## config.mk

```make
export PLATFORM = sky130hd
export DESIGN_NAME = storage_access_arbiter
export DESIGN_NICKNAME = d
export VERILOG_FILES = /design/src/rtl/storage_access_arbiter.sv
export SDC_FILE = /design/constraint.sdc
export NUM_CORES = 1
export LEC_CHECK = 0
export BUFFER_PORTS_ARGS = -buffer_cell sky130_fd_sc_hd__buf_2
export CAP_MARGIN = 20
export CORE_UTILIZATION = 44
export DETAILED_ROUTE_END_ITERATION = 10
export PLACE_DENSITY = 0.81
export SLEW_MARGIN = 20
export SYNTH_ARGS = -nofsm -noshare
export SYNTH_HDL_FRONTEND = slang
export SYNTH_SLANG_ARGS = --single-unit
export TNS_END_PERCENT = 1
```

## constraint.sdc

```tcl
create_clock -name clk -period 2.3 [get_ports clk]
set_clock_uncertainty 0.05 [all_clocks]
set_input_delay 0.115 -clock clk [delete_from_list [all_inputs] [get_ports clk]]
set_output_delay 0.115 -clock clk [all_outputs]
set_load 0.005 [all_outputs]
```

## src/rtl/storage_access_arbiter.sv

```systemverilog
// storage_access_arbiter
// Shares the single read/write id port pair of the chart/record storage
// managers among NREQ requesters. A round-robin arbiter picks one eligible
// requester in IDLE, the transaction FSM pulses rd_id or wr_id for one cycle,
// waits out the storage read latency and returns a one-cycle done to the
// winner. Payload data stays external; the top level muxes it with gnt_idx.
// All outputs are registered: every output flop is loaded from the value the
// output must have in the state being entered.

module storage_access_arbiter #(
  parameter int NREQ   = 3,  // number of requesters (2..8)
  parameter int ID_W   = 8,  // slot id width
  parameter int RD_LAT = 1,  // id-sampling edge to read-data-valid, in cycles (>=1)
  localparam int IDX_W = (NREQ > 1) ? $clog2(NREQ) : 1
) (
  input  logic                 clk,
  input  logic                 sys_rst,   // asynchronous, active-low
  input  logic [NREQ-1:0]      req,
  input  logic [NREQ-1:0]      req_we,
  input  logic [NREQ*ID_W-1:0] req_id,
  output logic [NREQ-1:0]      gnt,
  output logic [IDX_W-1:0]     gnt_idx,
  output logic [NREQ-1:0]      done,
  output logic [ID_W-1:0]      rd_id,
  output logic [ID_W-1:0]      wr_id,
  output logic                 busy
);

  localparam int CNT_W = (RD_LAT > 1) ? $clog2(RD_LAT + 1) : 1;

  typedef enum logic [1:0] {
    ST_IDLE  = 2'd0,
    ST_ISSUE = 2'd1,
    ST_WAIT  = 2'd2,
    ST_DONE  = 2'd3
  } state_e;

  // FSM / bookkeeping flops
  state_e             state_q,   state_d;
  logic [IDX_W-1:0]   ptr_q,     ptr_d;     // last winner; scan starts at ptr+1
  logic [IDX_W-1:0]   idx_q,     idx_d;     // winner of the running transaction
  logic               we_q,      we_d;      // its direction, sampled at grant
  logic [CNT_W-1:0]   cnt_q,     cnt_d;     // remaining read-latency cycles

  // registered outputs
  logic [NREQ-1:0]    gnt_q,     gnt_d;
  logic [IDX_W-1:0]   gnt_idx_q, gnt_idx_d;
  logic [NREQ-1:0]    done_q,    done_d;
  logic [ID_W-1:0]    rd_id_q,   rd_id_d;
  logic [ID_W-1:0]    wr_id_q,   wr_id_d;
  logic               busy_q,    busy_d;

  // arbiter results
  logic [NREQ-1:0]    elig;
  logic               win_found;
  logic [IDX_W-1:0]   win_idx;
  logic               win_we;
  logic [ID_W-1:0]    win_id;
  int                 cand;

  // Eligibility: a live request carrying a nonzero id (id 0 is reserved).
  always_comb begin
    for (int i = 0; i < NREQ; i++) begin
      elig[i] = req[i] && (req_id[i*ID_W +: ID_W] != '0);
    end
  end

  // Round-robin pick: first eligible index scanning ptr+1, ptr+2, ... mod NREQ.
  always_comb begin
    // NOTE: every variable gets a default before any branch; a path that
    // leaves one unassigned would infer a latch.
    win_found = 1'b0;
    win_idx   = '0;
    cand      = 0;
    for (int k = 1; k <= NREQ; k++) begin
      cand = (int'(ptr_q) + k) % NREQ;
      if (!win_found && elig[cand]) begin
        win_found = 1'b1;
        win_idx   = IDX_W'(cand);
      end
    end
    win_we = req_we[win_idx];
    win_id = req_id[int'(win_idx)*ID_W +: ID_W];
  end

  // Transaction FSM next-state and next-output logic.
  always_comb begin
    state_d   = state_q;
    ptr_d     = ptr_q;
    idx_d     = idx_q;
    we_d      = we_q;
    cnt_d     = cnt_q;
    gnt_d     = gnt_q;
    gnt_idx_d = gnt_idx_q;
    done_d    = '0;   // done is a single-cycle pulse
    rd_id_d   = '0;   // ids are nonzero only in the ISSUE cycle
    wr_id_d   = '0;

    unique case (state_q)
      ST_IDLE: begin
        if (win_found) begin
          state_d          = ST_ISSUE;
          ptr_d            = win_idx;
          idx_d            = win_idx;
          we_d             = win_we;
          gnt_d            = '0;
          gnt_d[win_idx]   = 1'b1;
          gnt_idx_d        = win_idx;
          // The id is captured into the output flop here, so later changes
          // on req_id cannot reach the storage port.
          if (win_we) wr_id_d = win_id;
          else        rd_id_d = win_id;
        end
      end

      ST_ISSUE: begin
        if (we_q || RD_LAT == 1) begin
          state_d       = ST_DONE;
          done_d[idx_q] = 1'b1;
        end else begin
          state_d = ST_WAIT;
          cnt_d   = CNT_W'(RD_LAT - 1);
        end
      end

      ST_WAIT: begin
        if (cnt_q == CNT_W'(1)) begin
          state_d       = ST_DONE;
          done_d[idx_q] = 1'b1;
        end else begin
          cnt_d = cnt_q - CNT_W'(1);
        end
      end

      ST_DONE: begin
        state_d = ST_IDLE;
        gnt_d   = '0;
      end

      default: begin
        state_d = ST_IDLE;
        gnt_d   = '0;
      end
    endcase

    busy_d = (state_d != ST_IDLE);
  end

  // State and output registers; reset drops any transaction in flight.
  always_ff @(posedge clk or negedge sys_rst) begin
    if (!sys_rst) begin
      state_q   <= ST_IDLE;
      ptr_q     <= IDX_W'(NREQ - 1);  // requester 0 wins first after reset
      idx_q     <= '0;
      we_q      <= 1'b0;
      cnt_q     <= '0;
      gnt_q     <= '0;
      gnt_idx_q <= '0;
      done_q    <= '0;
      rd_id_q   <= '0;
      wr_id_q   <= '0;
      busy_q    <= 1'b0;
    end else begin
      // NOTE: non-blocking assignments so every flop samples pre-edge values.
      state_q   <= state_d;
      ptr_q     <= ptr_d;
      idx_q     <= idx_d;
      we_q      <= we_d;
      cnt_q     <= cnt_d;
      gnt_q     <= gnt_d;
      gnt_idx_q <= gnt_idx_d;
      done_q    <= done_d;
      rd_id_q   <= rd_id_d;
      wr_id_q   <= wr_id_d;
      busy_q    <= busy_d;
    end
  end

  assign gnt     = gnt_q;
  assign gnt_idx = gnt_idx_q;
  assign done    = done_q;
  assign rd_id   = rd_id_q;
  assign wr_id   = wr_id_q;
  assign busy    = busy_q;

endmodule

```

==> key figures <==
Status
  • Status: finished with violations
  • Failing checks: setup timing

Clock network
  • CTS clk-pin slew, worst paths: 0.09 ns
  • Clock root buffer: clkbuf_4
  • Clock Path Buffers: 2
  • H-tree depth: 2
  • TritonCTS clock tree: built
  • TritonCTS Buffers: 5
  • Number of setup buffers added after CTS: 0
  • Clk_lat worst skew: 0.33 ns
  • CTS Sinks: 29

Min path
  • Hold-critical path depth: 3
  • Hold WC Path Type: input port to flip-flop

Cells and area
  • Syn-to-layout area delta: 50.9%
  • Non-Filler Instances: 311
  • FILL cells: 262
  • Nets: 302
  • Multi-input gate area: 863 sq um
  • Ant. Diodes: 0
  • Most common cell after layout, fill and taps aside: buf_2
  • Layout cells sized above 1: 0.487
  • Most frequent cells in the layout: 56 x buf_2, 39 x buf_4, 27 x dfrtp_1
  • Register area: 728 sq um
  • Post-layout util: 0.706

Global routing
  • Initial antenna violation count: 0
  • Vias in the first global route: 1,573
  • First-pass GRT wire length: 6.94 mm
  • GRT Util Overall: 0.251
  • Largest net degree at the start of global routing: 30
  • Gr ovfl total: 0

Power
  • Switching Fraction: 0.402
  • Design Power: 2.57 mW
  • Peak supply drop: 0.427 mV
  • Psw: 1.03 mW
  • P_leak: 1.22 nW
  • Pint: 1.54 mW
  • Sequential power share: 0.286
  • Power per cell area: 1070 nW/um^2
  • Clk network pwr share: 0.136
  • Comb power frac: 0.578

STA
  • Max frequency: 0.396 GHz
  • RSZ-0062 raised after global routing: yes
  • Pins Over Slew Limit: 0
  • Least-Margin Pin Slew: 0.601 ns
  • Fin. Hold Viols: 0
  • Setup ws final: -0.222 ns
  • Slew headroom: 0.599
  • Setup Total Neg Slack: -3.13 ns
  • Hold slack: 0.0754 ns
  • Fin crit share: 1.10
  • Final min period: 2.52 ns
  • Final Setup Violations: 18

Place
  • RD Place Congestion: 0.881
  • Placed cells: 302
  • Post-DP HPWL: 3.41 mm
  • Port bufs: 56

Route
  • Total wire length: 4.26 mm
  • Vias: 1,662
  • DRC errors left: 0
  • DRT Pass-1 Iters: 4
  • Post-detailed-route count of antenna-violating nets: 0
  • Starting DRT DRC Count: 89
  • Detailed-route wire length per cell: 13.7 microns
  • Vias per cell: 5.34

Synthesis
  • Syn_nets: 206
  • Synth warn: 0
  • Part of the Yosys area used for sequential elements: 0.459
  • Yosys reg bits: 29
  • Post-Syn Area: 1590 sq um
  • Post-Synthesis Cells: 168
  • Cell variety after synth: 36
  • Syn Area/Cell: 9.44 sq um

Die
  • Die height: 62.0 microns
  • Chip Width: 62.0 microns
  • Core area: 3390 sq um
  • I/O Pins: 57
  • Die Area: 3850 sq um
  • Initial Utilization: 0.468
  • FP Rows: 21

Critical path
  • Reg2reg end: rd_id[4]$_DFF_PN0_
  • Worst Setup EP: rd_id[4]$_DFF_PN0_
  • Reg2reg setup slack: -0.22 ns
  • Crit. End Element: flip-flop
  • Arrival @ worst endpoint: 2.68 ns
  • Max FO, Critical Path: 7
  • Worst endpoint required time: 2.46 ns
  • R2r worst-path depth: 8
  • CP startpoint kind: flip-flop
  • Crit Reg-Reg Startpoint: ptr_q[1]$_DFFE_PN1P_
  • Critical Path Source: ptr_q[1]$_DFFE_PN1P_
  • Critical path type: flip-flop to flip-flop

Job
  • Max cap viols: 0
[metrics by stage]
step	area [sq um]	worst slack (ns)
after floorplan	1640	-0.195
after global placement	2240	-0.224
after detailed placement	2240	-0.342
after CTS	2350	-0.214
after global routing	2390	-0.284
final	2390	-0.222
[power groups by stage]
stage                     Sequential, mW  Clock [mW]  Combinational, mW
after CTS                          0.734       0.355               1.42
after detailed placement           0.745           0               1.35
after floorplan                    0.760           0              0.802
after global routing               0.757       0.384               1.63
final                              0.735       0.350               1.48
after global placement             0.740           0               1.30
[critical path: stages, from the launching register on]
cell and delay (ns):
dfstp_2 0.57, ha_4 0.21, and3_4 0.17, nand2b_4 0.14, or4b_4 0.51, or2_4 0.28, buf_6 0.14, o211ai_1 0.25
nor2_1 0.08
[routing by layer]
metal	track usage	vias to the layer above	share of wire
met3	0.0435	13	0.053
met1	0.293	772	0.41
met4	0.133	0	0.032
met5	0	-	0
met2	0.438	66	0.50
li1	-	811	-
[cell usage after synthesis]
| cell type | n | area [sq um] |
|---|---|---|
| a2111oi_0 | 2 | 17.5 |
| a21o_1 | 2 | 15.0 |
| a21oi_1 | 2 | 10.0 |
| a221oi_1 | 2 | 17.5 |
| a311o_4 | 1 | 20.0 |
| a311oi_2 | 1 | 15.0 |
| a31oi_1 | 2 | 12.5 |
| a32oi_1 | 1 | 8.76 |
| a41oi_1 | 1 | 8.76 |
| and2_1 | 1 | 6.26 |
| and3_1 | 3 | 18.8 |
| buf_4 | 1 | 7.51 |
| buf_6 | 1 | 11.3 |
| clkbuf_1 | 7 | 26.3 |
| dfrtp_1 | 28 | 701 |
| dfstp_2 | 1 | 26.3 |
| ha_1 | 6 | 75.1 |
| inv_1 | 18 | 67.6 |
| nand2_1 | 11 | 41.3 |
| nand2b_1 | 1 | 6.26 |
| nand3_1 | 2 | 10.0 |
| nand4_1 | 1 | 6.26 |
| nor2_1 | 20 | 75.1 |
| nor3_1 | 4 | 20.0 |
| nor4_1 | 3 | 18.8 |
| o2111ai_1 | 1 | 8.76 |
| o211a_1 | 1 | 10.0 |
| o211ai_1 | 11 | 82.6 |
| o21ai_0 | 7 | 35.0 |
| o221ai_1 | 8 | 70.1 |
| or2_1 | 1 | 6.26 |
| or2_2 | 2 | 12.5 |
| or3_1 | 1 | 6.26 |
| or4_1 | 12 | 90.1 |
| or4_4 | 1 | 11.3 |
| or4b_1 | 1 | 10.0 |
[what timing repair did]
action | in CTS | in global routing
hold endpoints to repair | 28 | 0
pin swaps | 9 | 7
endpoints found under the setup margin | 23 | 23
hold buffers | 1 | 0
cloned | 0 | 0
resized for setup | 10 | 9
[area by class of cell]
cell class                 count  share of cell area
multi-input combinational    112               0.361
clock buffer                   7              0.0272
clock inverter                 1             0.00209
tap                           46              0.0241
sequential                    29               0.304
inverter                      18              0.0282
timing repair buffer          98               0.253
[how the worst min path moves through the flow]
stage,startpoint,end,slack (ns)
after floorplan,sys_rst,busy$_DFF_PN0_,-0.23
after CTS,req_id[11],rd_id[3]$_DFF_PN0_,0.08
after global routing,req_id[15],wr_id[7]$_DFF_PN0_,0.08
final,req_id[11],rd_id[3]$_DFF_PN0_,0.08
after global placement,sys_rst,rd_id[2]$_DFF_PN0_,0.10
after detailed placement,sys_rst,rd_id[2]$_DFF_PN0_,0.11
[state kept, by name (all words and copies together) (netlist names)]
register / count
busy: 1
cnt_q: 1
done: 3
gnt: 3
gnt_idx: 1
ptr_q: 2
rd_id: 8
state_q: 2
wr_id: 8
[cells by family (layout without fill, tap and decap cells)]
| kind of cell | count (synthesis) | after routing | share of synthesized area |
|---|---|---|---|
| AOI/OAI and AO/OA | 42 | 42 | 0.209 |
| adders and majority gates | 6 | 6 | 0.0474 |
| and+or+nand+nor | 64 | 64 | 0.214 |
| buffers and inverters | 27 | 124 | 0.0710 |
| DFF | 29 | 29 | 0.459 |
Note: power is estimated with default switching activity, not from simulation.
